<file path="src/rtl/cpu_seq_pkg.sv">
// Shared encodings for the multi-cycle RV32 sequencer: state codes,
// branch codes and the bundle of per-cycle control strobes.
package cpu_seq_pkg;

    typedef enum logic [2:0] {
        S_IDLE   = 3'd0,
        S_FETCH  = 3'd1,
        S_DECODE = 3'd2,
        S_EXEC   = 3'd3,
        S_MEM    = 3'd4,
        S_WB     = 3'd5,
        S_FAULT  = 3'd7
    } state_t;

    // Decoded branch codes; any code with the BR_COND bit set is conditional.
    localparam logic [2:0] BR_NONE = 3'b000;
    localparam logic [2:0] BR_JAL  = 3'b001;
    localparam logic [2:0] BR_JALR = 3'b010;
    localparam int         BR_COND = 2;

    // Every strobe the sequencer can raise in one cycle.
    typedef struct packed {
        logic imem_req;
        logic ir_we;
        logic dmem_req;
        logic dmem_we;
        logic rf_we;
        logic pc_we;
        logic pc_sel_branch;
    } strobe_t;

    // Unconditional jumps finish through WB so the link register is written.
    function automatic logic is_jump(input logic [2:0] br);
        return (br == BR_JAL) || (br == BR_JALR);
    endfunction

endpackage

</file>
<file path="src/rtl/seq_wait_timer.sv">
// Counts consecutive not-ready cycles while the sequencer waits on a memory.
// timeout flags that the current cycle is the last one tolerated, so a
// not-ready response in this cycle sends the sequencer to FAULT.
module seq_wait_timer #(
    parameter int TIMEOUT = 16
) (
    input  logic clock,
    input  logic reset,
    input  logic clear,
    input  logic count_en,
    output logic timeout
);

    localparam int W = $clog2(TIMEOUT) + 1;
    localparam logic [W-1:0] LAST = W'(TIMEOUT - 1);

    logic [W-1:0] cnt;

    // Wait counter: cleared on reset or state change, saturates at the last tolerated cycle
    always_ff @(posedge clock) begin
        if (reset || clear)
            cnt <= '0;
        else if (count_en && !timeout)
            cnt <= cnt + 1'b1;
    end

    assign timeout = (cnt == LAST);

endmodule

</file>
<file path="src/rtl/multicycle_seq.sv">
// Multi-cycle instruction sequencer: FETCH/DECODE/EXEC/MEM/WB with Mealy
// strobes so IR, PC, register file and data memory each fire once per
// instruction. A shared wait timer faults on a stalled memory.
module multicycle_seq
    import cpu_seq_pkg::*;
#(
    parameter int TIMEOUT = 16,
    parameter int CNT_W   = 32
) (
    input  logic             clock,
    input  logic             reset,
    input  logic             run,
    input  logic             instr_nop,
    input  logic             regwr,
    input  logic             memwr,
    input  logic             MemtoReg,
    input  logic [2:0]       branch,
    input  logic             imem_ready,
    input  logic             dmem_ready,
    output logic             imem_req,
    output logic             ir_we,
    output logic             dmem_req,
    output logic             dmem_we,
    output logic             rf_we,
    output logic             pc_we,
    output logic             pc_sel_branch,
    output logic             busy,
    output logic             fault,
    output logic [2:0]       state,
    output logic [CNT_W-1:0] instr_cnt
);

    state_t  cur, nxt;
    state_t  after_instr;
    strobe_t sb;
    logic    timeout;
    logic    wait_clear;
    logic    wait_count;

    // Where an instruction goes once it retires: keep running or park.
    assign after_instr = run ? S_FETCH : S_IDLE;

    // State register
    always_ff @(posedge clock) begin
        if (reset)
            cur <= S_IDLE;
        else
            cur <= nxt;
    end

    // Next-state logic; ready always wins over timeout
    always_comb begin
        nxt = cur;
        case (cur)
            S_IDLE:   nxt = run ? S_FETCH : S_IDLE;
            S_FETCH: begin
                if (imem_ready)
                    nxt = S_DECODE;
                else if (timeout)
                    nxt = S_FAULT;
            end
            S_DECODE: nxt = instr_nop ? after_instr : S_EXEC;
            S_EXEC: begin
                if (branch[BR_COND])
                    nxt = after_instr;
                else if (is_jump(branch))
                    nxt = S_WB;
                else if (MemtoReg || memwr)
                    nxt = S_MEM;
                else
                    nxt = S_WB;
            end
            S_MEM: begin
                if (dmem_ready)
                    nxt = memwr ? after_instr : S_WB;
                else if (timeout)
                    nxt = S_FAULT;
            end
            S_WB:     nxt = after_instr;
            S_FAULT:  nxt = S_FAULT;
            default:  nxt = S_IDLE;
        endcase
    end

    // Strobe decode; reset overrides everything so an abandoned instruction emits nothing
    always_comb begin
        sb = '0;
        case (cur)
            S_FETCH: begin
                sb.imem_req = 1'b1;
                sb.ir_we    = imem_ready;
            end
            S_DECODE: begin
                sb.pc_we = instr_nop;
            end
            S_EXEC: begin
                sb.pc_we         = branch[BR_COND];
                sb.pc_sel_branch = branch[BR_COND];
            end
            S_MEM: begin
                sb.dmem_req = 1'b1;
                sb.dmem_we  = memwr;
                sb.pc_we    = dmem_ready && memwr;
            end
            S_WB: begin
                sb.rf_we         = regwr;
                sb.pc_we         = 1'b1;
                sb.pc_sel_branch = (branch != BR_NONE);
            end
            default: sb = '0;
        endcase
        if (reset)
            sb = '0;
    end

    // Wait timer restarts whenever the state changes, so entry to FETCH/MEM starts at zero.
    assign wait_clear = (nxt != cur);
    assign wait_count = ((cur == S_FETCH) && !imem_ready) ||
                        ((cur == S_MEM)   && !dmem_ready);

    seq_wait_timer #(.TIMEOUT(TIMEOUT)) u_wait (
        .clock    (clock),
        .reset    (reset),
        .clear    (wait_clear),
        .count_en (wait_count),
        .timeout  (timeout)
    );

    // Retired-instruction counter: one tick per PC update
    always_ff @(posedge clock) begin
        if (reset)
            instr_cnt <= '0;
        else if (sb.pc_we)
            instr_cnt <= instr_cnt + 1'b1;
    end

    assign imem_req      = sb.imem_req;
    assign ir_we         = sb.ir_we;
    assign dmem_req      = sb.dmem_req;
    assign dmem_we       = sb.dmem_we;
    assign rf_we         = sb.rf_we;
    assign pc_we         = sb.pc_we;
    assign pc_sel_branch = sb.pc_sel_branch;
    assign state         = cur;
    assign fault         = (cur == S_FAULT);
    assign busy          = (cur != S_IDLE) && (cur != S_FAULT);

endmodule

</file>
<file path="config.mk">
export PLATFORM = sky130hd
export DESIGN_NAME = multicycle_seq
export DESIGN_NICKNAME = d
export VERILOG_FILES = /design/src/rtl/cpu_seq_pkg.sv /design/src/rtl/seq_wait_timer.sv /design/src/rtl/multicycle_seq.sv
export SDC_FILE = /design/constraint.sdc
export NUM_CORES = 1
export LEC_CHECK = 0
export ABC_AREA = 1
export CAP_MARGIN = 20
export CORE_AREA = 2 2 100 102
export DETAILED_ROUTE_END_ITERATION = 16
export DIE_AREA = 0 0 102 104
export GPL_ROUTABILITY_DRIVEN = 0
export GPL_TIMING_DRIVEN = 0
export PLACE_DENSITY = 0.61
export SYNTH_ARGS = -nofsm -noshare
export SYNTH_HDL_FRONTEND = slang
export SYNTH_HIERARCHICAL = 1
export SYNTH_SLANG_ARGS = --single-unit
</file>
<file path="constraint.sdc">
create_clock -name clock -period 1.9 [get_ports clock]
set_input_delay 0.38 -clock clock [delete_from_list [all_inputs] [get_ports clock]]
set_output_delay 0.38 -clock clock [all_outputs]
set_load 0.03 [all_outputs]
</file>
== Word-level counts from Yosys, hierarchy flattened ==
Cells that the tools add are included.

* Register bits after elaboration: 40
* Input port bits: 12
* Output and inout port bits: 44
* Logic and storage cells: 48

* Add/subtract/negate cells: 2
* Eq/ne operators: 11
* Muxes and demuxes: 16
* Reductions and logical operators: 16

{| class="wikitable"
|+ Operator list
! operator !! number
|-
| $add A32 B1 Y32 const B || 1
|-
| $pmux W3 S6 || 1
|-
| $mux W3 || 5
|-
| $eq A3 B2 Y1 const B || 3
|-
| $eq A3 B3 Y1 const B || 3
|-
| $mux W7 || 1
|-
| $eq A3 B1 Y1 const B || 2
|-
| $mux W2 || 3
|-
| $reduce_bool A3 Y1 || 2
|-
| $add A5 B1 Y5 const B || 1
|-
| $eq A5 B4 Y1 const B || 1
|-
| $logic_and A1 B1 Y1 || 5
|-
| $logic_or A1 B1 Y1 || 4
|-
| $mux W1 || 4
|-
| $pmux W1 S4 || 1
|-
| $logic_not A1 Y1 || 3
|-
| $logic_not A3 Y1 || 1
|-
| $ne A3 B3 Y1 || 1
|-
| $ne A3 B3 Y1 const B || 1
|-
| $pmux W1 S2 || 1
|-
| $reduce_or A2 Y1 || 1
|}

== Logic depth before layout (Yosys ltp) ==
* Depth after elaboration: 7
* Depth in mapped cells: 13
* Gate-level depth less buffers: 13

== Hierarchy ==
The synthesis kept the hierarchy.

{| class="wikitable"
|+ By module, submodules not included
! module !! times used !! cells an instance !! area each (µm²) !! sequential area each (µm²)
|-
| multicycle_seq || 1 || 422 || 2504.9 || 700.7
|-
| seq_wait_timer || 1 || 34 || 270.3 || 100.1
|}

== Worst setup path before layout ==
Ideal clock, no wire load.

* Path kind: register to output
* Start point: reg cur[0], in the netlist state[0]
* End point: out pc_sel_branch
* Arrival: 1.642 ns
* Data required time: 1.520 ns
* Slack: -0.122 ns
* Stages on the path, launching flop included: 6
* Buffers on the path: 1
* Cell sequence: dfxtp_1 -> buf_6 -> nand2_1 -> nor2_2 -> nor2_4 -> nor3_1

* Longest elaborated chain between the ends: 3
* Elaborated cells between the ends (all ways): 4
* Classes of those cells: eq/ne: 2; mux: 2

{| class="wikitable"
|+ Ends and longest elaborated chain
! item !! RTL line !! RTL
|-
| start, declared || multicycle_seq.sv:33 || <nowiki>state_t cur, nxt;</nowiki>
|-
| start signal, assigned || multicycle_seq.sv:48 || <nowiki>cur <= nxt;</nowiki>
|-
| $eq A3 B3 Y1 or $eq A3 B2 Y1 (tied branches) || multicycle_seq.sv:88 || <nowiki>case (cur)</nowiki>
|-
| $pmux W1 S2 (*) || multicycle_seq.sv:88 ||
|-
| $mux W7 (*) || multicycle_seq.sv:112 || <nowiki>if (reset)</nowiki>
|-
| end, declared || multicycle_seq.sv:26 || <nowiki>output logic pc_sel_branch,</nowiki>
|}

Mark *: on every way between the ends. The rest lies on a longest branch, timed or not.

== Worst setup path after layout ==
* Start point: reg cur[2], in the netlist state[2]
* End point: out pc_we

* Longest elaborated chain between the ends: 3
* Elaborated cells between the ends (all ways): 6
* Classes of those cells: eq/ne: 4; mux: 2

{| class="wikitable"
|+ Ends and longest elaborated chain
! item !! RTL line !! RTL
|-
| $eq A3 B3 Y1 or $eq A3 B2 Y1 (tied branches) || multicycle_seq.sv:88 ||
|-
| $pmux W1 S4 (*) || multicycle_seq.sv:88 ||
|-
| $mux W7 (*) || multicycle_seq.sv:112 ||
|-
| end, declared || multicycle_seq.sv:25 || <nowiki>output logic pc_we,</nowiki>
|}

Marked as above.

==> qor.csv <==
metric;value;unit
die_area;10600;um^2
syn2layout_area_growth;39.3;%
holdWs;0.501;ns
initial_core_util;29.1;%
rows;36;
synthTopCellsByArea;dfxtp_1 29%, nand2_1 23%, nor2_1 9.9%, a21oi_2 5.7%, inv_1 5.5%;
grt_overflow;0;
clkSinkCount;40;
ant_nets;0;
core;9550;um^2
setup_violations;0;
cp.arrival;1.48;ns
fmax;537;MHz
cts_inserted_buffers;5;
antenna_found_initial;0;
grt_pass1_wl;14.1;mm
worst_skew_pair.late_latency;0.30;ns
synth_seq_cells;40;
clockBufferDepth;2;
hold_viol_final;0;
rsz0062_at_grt;yes;
n_antenna_cell;0;
async_flop_share;0;%
grt_pass1_vias;2910;
cp_max_fo;8;
drt_iter0_markers;188;
die_w;102;um
syn_avg_cell_area;6.09;um^2
dp_slack;-1.21;ns
yosysTopAreaCellShare;28.9;%
drt_wl_total;8.39;mm
cp.required;1.52;ns
die_y;104;um
wl_per_cell;12.6;um
grt_max_degree;15;
final_common_cell;nand2_1;
num_vias;3078;
worst_slew_pin_slew;0.698;ns
synthesis.area;2780;um^2
path_class;flop to primary output;
synthCells;456;
ys_seq_area_share;28.9;%
drc_errors;0;
layout-drive-gt1-share;19.9;%
fin_tns_setup;0;ns
grtUsageTotal;16.4;%
io_buffers;55;
synthFlopType;dfxtp_1;
htreeDepth;2;
peakVddDrop;0.238;mV
min_path_type;flop to flop;
period_needed;1.86;ns
cts.hold.buffers_added;0;
final_nets;548;
drv_slew;0;
end_kind;primary output;
layout_setup_ws;0.0391;ns
p_leak;1.53;nW
synth_enable_flop_cells;0;
fin_crit_sh;97.9;%
yosysWarnings;6;
avgViaCountPerCell;4.61;
cts_tree;done;
clk_pin_slew;0.08;ns
clock_skew;0.00285;ns
synth_fp_nets;471;
cts_root_buffer;clkbuf_8;
mostFrequentLayoutCells;167 x nand2_1, 68 x nor2_1, 39 x inv_1;
drt-pass1-iter-count;4;
synthDistinctLibCells;34;
ios;56;
slew_headroom;53.5;%
start_kind;flop;
synth_area_leader_cell;dfxtp_1;
cap_viol_max_count;0;
dp_hpwl;6.40;mm
powerDensity;468;nW/um^2
status;complete, no violations;
-- power by group --
part | switching [mW] | internal, mW | leakage (nW)
combinational | 0.143 | 0.0944 | 1.15
clock | 0.329 | 0.389 | 0.0541
sequential | 0.00750 | 0.844 | 0.325
total | 0.480 | 1.33 | 1.53
-- state kept, by name (all words and copies together), names as in the netlist --
name and count:
state 3, u_wait/cnt 5, instr_cnt 32
-- routing by layer --
| layer | wire [um] | vias to the layer above | global-route usage [%] |
|---|---|---|---|
| li1 | - | 1585 | - |
| met1 | 3900 | 1397 | 22.1 |
| met2 | 3870 | 82 | 27.0 |
| met3 | 440 | 14 | 2.22 |
| met4 | 179 | 0 | 5.14 |
| met5 | 0 | - | 0 |
-- final timing paths --
kind / slack (ns) / from / depth (start not counted) / to
max: 0.04 / state[2] / 9 / pc_we
min: 0.50 / instr_cnt[31] / 2 / instr_cnt[31]
max reg2reg: 0.11 / u_wait/cnt[0] / 13 / u_wait/cnt[4]
min reg2reg: 0.50 / instr_cnt[31] / 2 / instr_cnt[31]
-- through the flow --
| stage | util [%] | cell area, um^2 | instances | power [mW] |
|---|---|---|---|---|
| finish | 40.5 | 3860 | 667 | 1.81 |
| floorplan | - | 2780 | 456 | 0.995 |
| global placement | 36.6 | 3500 | 644 | 1.07 |
| global route | 40.5 | 3860 | 667 | 1.88 |
| CTS | 38.3 | 3660 | 654 | 1.80 |
| detailed placement | 36.6 | 3500 | 644 | 1.07 |
-- area by class of cell --
cell class | count | area [um^2]
Fill cell | 1007 | 5680
Multi-Input combinational cell | 358 | 1800
Sequential cell | 40 | 812
Timing Repair Buffer | 70 | 668
Inverter | 47 | 199
Tap cell | 133 | 166
Buffer | 10 | 98.8
Clock buffer | 5 | 68.8
Clock inverter | 3 | 42.5
Timing Repair inverter | 1 | 8.76
-- critical path, cell delays in order (launching register included) --
cell,delay (ns)
dfxtp_2,0.34
buf_6,0.13
inv_4,0.05
nand2_4,0.07
nor2_4,0.04
nor2_4,0.13
nand3_4,0.11
nand2_8,0.10
clkinv_8,0.07
buf_8,0.13
-- kinds of logic (layout without fill, tap and decap cells) --
group	Yosys count	in the layout	synth area share, %
AND/OR/NAND/NOR	291	291	44.0
flip-flops	40	40	28.9
AO/OA/AOI/OAI	54	54	12.9
XOR/XNOR	10	10	3.16
adder cells (fa/ha/maj)	3	3	1.35
buffers and inverters	58	136	9.78
-- Yosys cell counts, drive strengths merged, types with 2 or more instances --
cell,number
nand2,174
nor2,81
inv,45
dfxtp,40
a21oi,33
nand3,26
o21ai,14
xor2,8
buf,7
nor3,5
clkbuf,4
nand4,4
a31oi,3
ha,3
clkinv,2
o21bai,2
xnor2,2
-- timing repair --
action | 4_1_cts | 5_1_grt
pin swaps | 7 | 8
endpoints found under the setup margin | 37 | 23
setup buffers | 3 | 12
cloned | 0 | 1
gates resized for setup | 64 | 37
No activity file was read; power rests on OpenSTA's default activity.
